$ cat config.mk
export PLATFORM = sky130hd
export DESIGN_NAME = chan_array_sequencer
export DESIGN_NICKNAME = d
export VERILOG_FILES = /design/src/rtl/chan_array_sequencer.sv
export SDC_FILE = /design/constraint.sdc
export NUM_CORES = 1
export LEC_CHECK = 0
export ABC_AREA = 0
export BUFFER_PORTS_ARGS = -buffer_cell sky130_fd_sc_hd__clkbuf_2
export CAP_MARGIN = 10
export CELL_PAD_IN_SITES_DETAIL_PLACEMENT = 0
export CELL_PAD_IN_SITES_GLOBAL_PLACEMENT = 1
export CORE_ASPECT_RATIO = 0.7
export CORE_MARGIN = 10
export CORE_UTILIZATION = 29
export CTS_CLUSTER_SIZE = 28
export DETAILED_ROUTE_END_ITERATION = 8
export GPL_ROUTABILITY_DRIVEN = 1
export PLACE_DENSITY = 0.6
export SYNTH_ARGS = -nofsm -noshare
export SYNTH_HDL_FRONTEND = slang
export SYNTH_SLANG_ARGS = --single-unit
$ cat constraint.sdc
create_clock -name clk -period 2.7 [get_ports clk]
set_input_delay 0.405 -clock clk [delete_from_list [all_inputs] [get_ports clk]]
set_output_delay 0.405 -clock clk [all_outputs]
set_load 0.02 [all_outputs]
$ cat src/rtl/chan_array_sequencer.sv
// Array of NUM_CH countdown channels launched serially or in parallel by a small controller FSM.
// Optional abort input is enabled with the SEQ_ABORT_EN macro.
module chan_array_sequencer #(
  parameter int NUM_CH   = 5,
  parameter int CNT_W    = 8,
  parameter bit PARALLEL = 1'b0
) (
  input  logic                                   clk,
  input  logic                                   rst,
  input  logic                                   start_i,
`ifdef SEQ_ABORT_EN
  input  logic                                   abort_i,
`endif
  input  logic [NUM_CH*CNT_W-1:0]                load_val_i,
  output logic                                   busy_o,
  output logic                                   done_o,
  output logic [NUM_CH-1:0]                      ch_active_o,
  output logic [NUM_CH-1:0]                      ch_done_o,
  output logic [((NUM_CH > 1) ? $clog2(NUM_CH) : 1)-1:0] cur_ch_o
);

  localparam int CUR_W = (NUM_CH > 1) ? $clog2(NUM_CH) : 1;

  typedef enum logic [1:0] {IDLE = 2'd0, RUN = 2'd1, FIN = 2'd2} state_t;

  state_t                      state_r;
  logic                        busy_r;
  logic                        done_r;
  logic [CUR_W-1:0]            cur_r;
  logic [CUR_W-1:0]            cur_nxt_s;
  logic [NUM_CH*CNT_W-1:0]     load_r;
  logic [NUM_CH-1:0]           active_s;
  logic [NUM_CH-1:0]           ch_done_s;
  logic [NUM_CH-1:0]           completing_s;
  logic [NUM_CH-1:0]           launch_s;
  logic                        accept_s;
  logic                        abort_s;
  logic                        kill_s;
  logic                        all_done_s;

`ifdef SEQ_ABORT_EN
  assign abort_s = abort_i;
`else
  assign abort_s = 1'b0;
`endif

  assign accept_s   = (state_r == IDLE) && start_i;
  assign kill_s     = abort_s && (state_r != IDLE);
  // The run ends on the edge where every channel is either done already or finishing now.
  assign all_done_s = &(ch_done_s | completing_s);

  for (genvar k = 0; k < NUM_CH; k++) begin : g_ch
    logic [CNT_W-1:0] cnt_r;
    logic [CNT_W-1:0] value_s;
    logic             act_r;
    logic             fin_r;

    // Channel 0 (and every channel in parallel mode) loads on the accept edge, before load_r is valid.
    assign value_s         = accept_s ? load_val_i[k*CNT_W +: CNT_W] : load_r[k*CNT_W +: CNT_W];
    assign completing_s[k] = act_r && (cnt_r == {CNT_W{1'b0}});
    assign active_s[k]     = act_r;
    assign ch_done_s[k]    = fin_r;

    if (k == 0) begin : g_first
      assign launch_s[k] = accept_s;
    end else if (PARALLEL) begin : g_par
      assign launch_s[k] = accept_s;
    end else begin : g_ser
      assign launch_s[k] = completing_s[k-1];
    end

    // Countdown unit: load on launch, decrement while active, complete at zero.
    always_ff @(posedge clk) begin
      if (rst) begin
        act_r <= 1'b0;
        cnt_r <= {CNT_W{1'b0}};
        fin_r <= 1'b0;
      end else if (kill_s) begin
        act_r <= 1'b0;
        cnt_r <= {CNT_W{1'b0}};
        fin_r <= fin_r;
      end else begin
        if (accept_s) begin
          fin_r <= 1'b0;
        end else if (completing_s[k]) begin
          fin_r <= 1'b1;
        end else begin
          fin_r <= fin_r;
        end
        if (launch_s[k]) begin
          act_r <= 1'b1;
          cnt_r <= value_s;
        end else if (completing_s[k]) begin
          act_r <= 1'b0;
          cnt_r <= cnt_r;
        end else if (act_r) begin
          act_r <= act_r;
          cnt_r <= cnt_r - CNT_W'(1);
        end else begin
          act_r <= act_r;
          cnt_r <= cnt_r;
        end
      end
    end
  end

  // Serial mode: the channel following the one finishing now becomes the current one.
  always_comb begin
    cur_nxt_s = cur_r;
    for (int k = 0; k < NUM_CH - 1; k++) begin
      if (completing_s[k]) begin
        cur_nxt_s = CUR_W'(k + 1);
      end else begin
        cur_nxt_s = cur_nxt_s;
      end
    end
  end

  // Controller FSM with registered handshake outputs.
  always_ff @(posedge clk) begin
    if (rst) begin
      state_r <= IDLE;
      busy_r  <= 1'b0;
      done_r  <= 1'b0;
      cur_r   <= {CUR_W{1'b0}};
      load_r  <= {(NUM_CH*CNT_W){1'b0}};
    end else begin
      case (state_r)
        IDLE: begin
          done_r <= 1'b0;
          cur_r  <= {CUR_W{1'b0}};
          if (start_i) begin
            state_r <= RUN;
            busy_r  <= 1'b1;
            load_r  <= load_val_i;
          end else begin
            state_r <= IDLE;
            busy_r  <= 1'b0;
            load_r  <= load_r;
          end
        end
        RUN: begin
          if (kill_s) begin
            state_r <= IDLE;
            busy_r  <= 1'b0;
            done_r  <= 1'b0;
            cur_r   <= {CUR_W{1'b0}};
          end else if (all_done_s) begin
            state_r <= FIN;
            busy_r  <= 1'b1;
            done_r  <= 1'b1;
            cur_r   <= PARALLEL ? {CUR_W{1'b0}} : cur_nxt_s;
          end else begin
            state_r <= RUN;
            busy_r  <= 1'b1;
            done_r  <= 1'b0;
            cur_r   <= PARALLEL ? {CUR_W{1'b0}} : cur_nxt_s;
          end
        end
        FIN: begin
          state_r <= IDLE;
          busy_r  <= 1'b0;
          done_r  <= 1'b0;
          cur_r   <= {CUR_W{1'b0}};
        end
        default: begin
          state_r <= IDLE;
          busy_r  <= 1'b0;
          done_r  <= 1'b0;
          cur_r   <= {CUR_W{1'b0}};
        end
      endcase
    end
  end

  assign busy_o      = busy_r;
  assign done_o      = done_r;
  assign ch_active_o = active_s;
  assign ch_done_o   = ch_done_s;
  assign cur_ch_o    = cur_r;

endmodule

==> impl_summary.txt <==
----------------------------------------------------
[Detailed routing]
  Number of detailed-route iterations in the first pass ... 4
  Number of design-rule violations left by the first detailed-router iteration ... 128
  Detailed-route wire length per cell ... 15.3 um
  Antenna viol nets, final ... 0
  Count of unresolved DRC violations after routing ... 0
  Number of vias in the routed layout ... 3418
  Post-Route WL ... 10700 um
  Post-detailed-route via-to-cell ratio ... 4.87

[Placed design]
  Routability congestion estimate ... 0.794
  Post-placement worst setup slack ... 490 ps
  Final HPWL DP ... 7640 um
  Count of buffers inserted at the top-level ports ... 57

[Global route]
  Routing layer with the top usage in global route ... met2
  Global routing met3 resource utilization ... 0.0393
  Grt met2 use ... 0.165
  Maximum number of pins on one net before global-route repair ... 39
  Initial antenna violation count ... 0
  Global-route wire length before repair ... 17800 um
  Remaining global-route overflow ... 0
  Routing usage on met1 ... 0.150
  Via count of the first global-routing pass ... 3410
  Total routing resource utilization after global routing ... 0.112

[Timing]
  Slew of the pin with the lowest slew margin ... 919 ps
  Layout Skew ... 6.88 ps
  Crit path time final ... 2190 ps
  Final-report hold violation count ... 0
  Final setup viols ... 0
  Final setup margin ... 511 ps
  Setup TNS ... 0 ps
  Count of final max-slew check failures ... 0
  Setup repair after global routing missed its margin ... false
  Worst relative slew slack ... 0.387
  Period Utilization, post-route ... 0.811
  Max Clk Rate ... 457 MHz

[Synth]
  Synth top area cells ... sky130_fd_sc_hd__dfxtp_1 (43%), sky130_fd_sc_hd__a21oi_1 (5.8%), sky130_fd_sc_hd__nand2_1 (5.6%)
  Most used standard cells in the synthesized netlist ... sky130_fd_sc_hd__dfxtp_1 (89), sky130_fd_sc_hd__nand2_1 (62), sky130_fd_sc_hd__a21oi_1 (48), sky130_fd_sc_hd__nor2_1 (28), sky130_fd_sc_hd__clkbuf_1 (16)
  Portion of synthesized cell area occupied by the leading cell type ... 0.431
  Number of flops mapped to enable cells by yosys ... 0
  #FFs+latches synth ... 89
  Share of the yosys chip area belonging to registers ... 0.431
  Most common cell in the synthesized netlist ... sky130_fd_sc_hd__dfxtp_1
  Cell type with the largest total area after synthesis ... sky130_fd_sc_hd__dfxtp_1
  Cell area after synthesis ... 4130 um^2
  Distinct cells, synth ... 56
  Count of yosys warnings during synthesis ... 0
  Proportion of synthesized flip-flops having asynchronous set or reset ... 0
  Dominant synthesized flop cell ... sky130_fd_sc_hd__dfxtp_1
  Syn Inst Count ... 466
  Average cell area after synthesis ... 8.87 um^2
  Number of nets produced by synthesis ... 519

[Clock tree]
  CTS clock-pin slew for the worst setup and hold paths ... 70 ps
  Clock Sinks ... 89
  Setup Buffers After CTS ... 0
  Number of buffers added to fix hold violations after cts ... 0
  Maximum clock insertion buffer count ... 2
  Total CTS buffers ... 9
  Total number of H-tree levels ... 3
  Worst-skew pair later-pin latency ... 340 ps
  Root cell of the clock tree ... sky130_fd_sc_hd__clkbuf_16
  Clock tree from TritonCTS ... built
  Resize count post-CTS ... 0

[Setup path]
  Largest delay share family, worst path ... simple AND/OR/NAND/NOR gates
  Type of origin of the critical path ... flop
  Critical Path, Cell by Cell ... inv_1 -> ha_1 -> nor4b_2 -> and3_1 -> nor2_1 -> a22o_1
  CP Data Arrival Time ... 2430 ps
  Highest-delay cell along the critical path ... sky130_fd_sc_hd__and3_1
  Maximum fanout encountered on the critical timing path ... 13
  Buffers & Inverters on Critical Path ... 1
  Crit. End Element ... flop
  Category of the most critical setup path ... reg2reg
  Data required time of the critical path ... 2940 ps
  CP max stage delay ... 580 ps

[Layout]
  Antenna cells ... 0
  Growth of design area from synthesis to finish ... 18.0%
  Post-layout net count ... 560
  Number of fillers in the final layout ... 1457
  Fraction of layout cells with a size suffix above 1 ... 0.193

[Hold path]
  Hold/Removal Path Class ... in2reg

[Die]
  Die width ... 163 um
  Initial Util ... 0.297
  Floorplan die area ... 19500 um^2
  I/O pin cnt ... 58
  Floorplan die height ... 120 um
  Number of core rows ... 36
  Placeable core area ... 13900 um^2

[Pwr]
  Power density over the cells ... 646 nW/um^2
  Maximum resistive drop on vdd ... 0.293 mV
  Leakage power figure ... 1.93 nW

[Job]
  Total of max-cap violations ... 0

[Outcome]
  Status ... completed

----------------------------------------------------
flip-flops by register name (all words and copies together), names as in the netlist:
name and flops:
load_r 32, busy_o 1, g_ch.act_r 5, cur_ch_o 3, done_o 1, g_ch.fin_r 5, state_r 2, g_ch.cnt_r 40
worst min-delay path: stages:
cell and delay (ps):
sky130_fd_sc_hd__clkbuf_2 80, sky130_fd_sc_hd__nand2_1 60, sky130_fd_sc_hd__a21oi_1 60
layout by cell type (no fill, tap or decap), types with 4 or more instances in the layout:
cell type	Yosys	routed
sky130_fd_sc_hd__nor3b_1	7	6
sky130_fd_sc_hd__a211oi_1	13	13
sky130_fd_sc_hd__and3_1	5	5
sky130_fd_sc_hd__nor2_1	28	28
sky130_fd_sc_hd__xnor2_1	12	12
sky130_fd_sc_hd__a31oi_1	6	6
sky130_fd_sc_hd__o31ai_1	4	4
sky130_fd_sc_hd__clkbuf_16	0	9
sky130_fd_sc_hd__a21oi_1	48	48
sky130_fd_sc_hd__nand3_1	4	4
sky130_fd_sc_hd__or4_1	5	5
sky130_fd_sc_hd__nor3_1	13	13
sky130_fd_sc_hd__dfxtp_1	89	89
sky130_fd_sc_hd__ha_1	10	10
sky130_fd_sc_hd__or3b_2	4	4
sky130_fd_sc_hd__mux2i_1	15	15
sky130_fd_sc_hd__or3_1	4	4
sky130_fd_sc_hd__a21o_1	10	10
sky130_fd_sc_hd__a311oi_1	4	4
sky130_fd_sc_hd__nor4_1	7	7
sky130_fd_sc_hd__a31o_2	7	7
sky130_fd_sc_hd__clkbuf_2	0	57
sky130_fd_sc_hd__o21ai_0	5	5
sky130_fd_sc_hd__a22o_1	6	6
sky130_fd_sc_hd__xor2_1	7	7
sky130_fd_sc_hd__nand2_1	62	62
sky130_fd_sc_hd__inv_1	14	14
sky130_fd_sc_hd__buf_4	11	6
through the flow:
step	util	std cells	power (mW)	hold slack, ps	cell area [um^2]
floorplan	-	466	1.70	437	4130
global placement	0.327	686	1.80	446	4550
detailed placement	0.327	686	1.81	453	4550
CTS	0.351	702	3.19	289	4880
global route	0.351	702	3.31	303	4880
finish	0.351	702	3.15	302	4880
cell type report:
cell class                      instances  area [um^2]  share of cell area
Timing Repair Buffer                   64          350              0.0718
Sequential cell                        89         1780               0.365
Clock inverter                          6         91.3              0.0187
Multi-Input combinational cell        329         2130               0.436
Inverter                               14         52.6              0.0108
Clock buffer                           10          239              0.0490
Tap cell                              190          238              0.0487
power by group:
group	switching, mW	internal (mW)	total, mW
sequential	0.0434	1.37	1.42
combinational	0.213	0.146	0.359
clock	0.539	0.838	1.38
path summary, 6_finish.rpt:
check,startpoint,endpoint,slack (ps),cells after the start
setup / recovery,g_ch[0].cnt_r[0],g_ch[1].cnt_r[1],510,6
hold / removal,load_val_i[1],g_ch[0].cnt_r[1],300,3
setup reg to reg,g_ch[0].cnt_r[0],g_ch[1].cnt_r[1],510,6
hold reg to reg,load_r[15],load_r[15],460,2
logic make-up after synthesis:
kind of cell | after synthesis | share of synthesized area
DFF | 89 | 0.431
adders and majority gates | 10 | 0.0303
buffers and inverters | 48 | 0.0557
xor gates and xnor gates | 19 | 0.0403
muxes | 15 | 0.0363
AOI/OAI and AO/OA | 129 | 0.215
and+or+nand+nor | 156 | 0.192
per-layer routing:
metal	vias to the layer above	share of wire	routed length (um)
met1	1588	0.51	5520
met5	-	0	0
li1	1761	-	-
met4	0	0.013	140
met3	12	0.044	477
met2	57	0.43	4600
No activity file was read; power rests on OpenSTA's default activity.
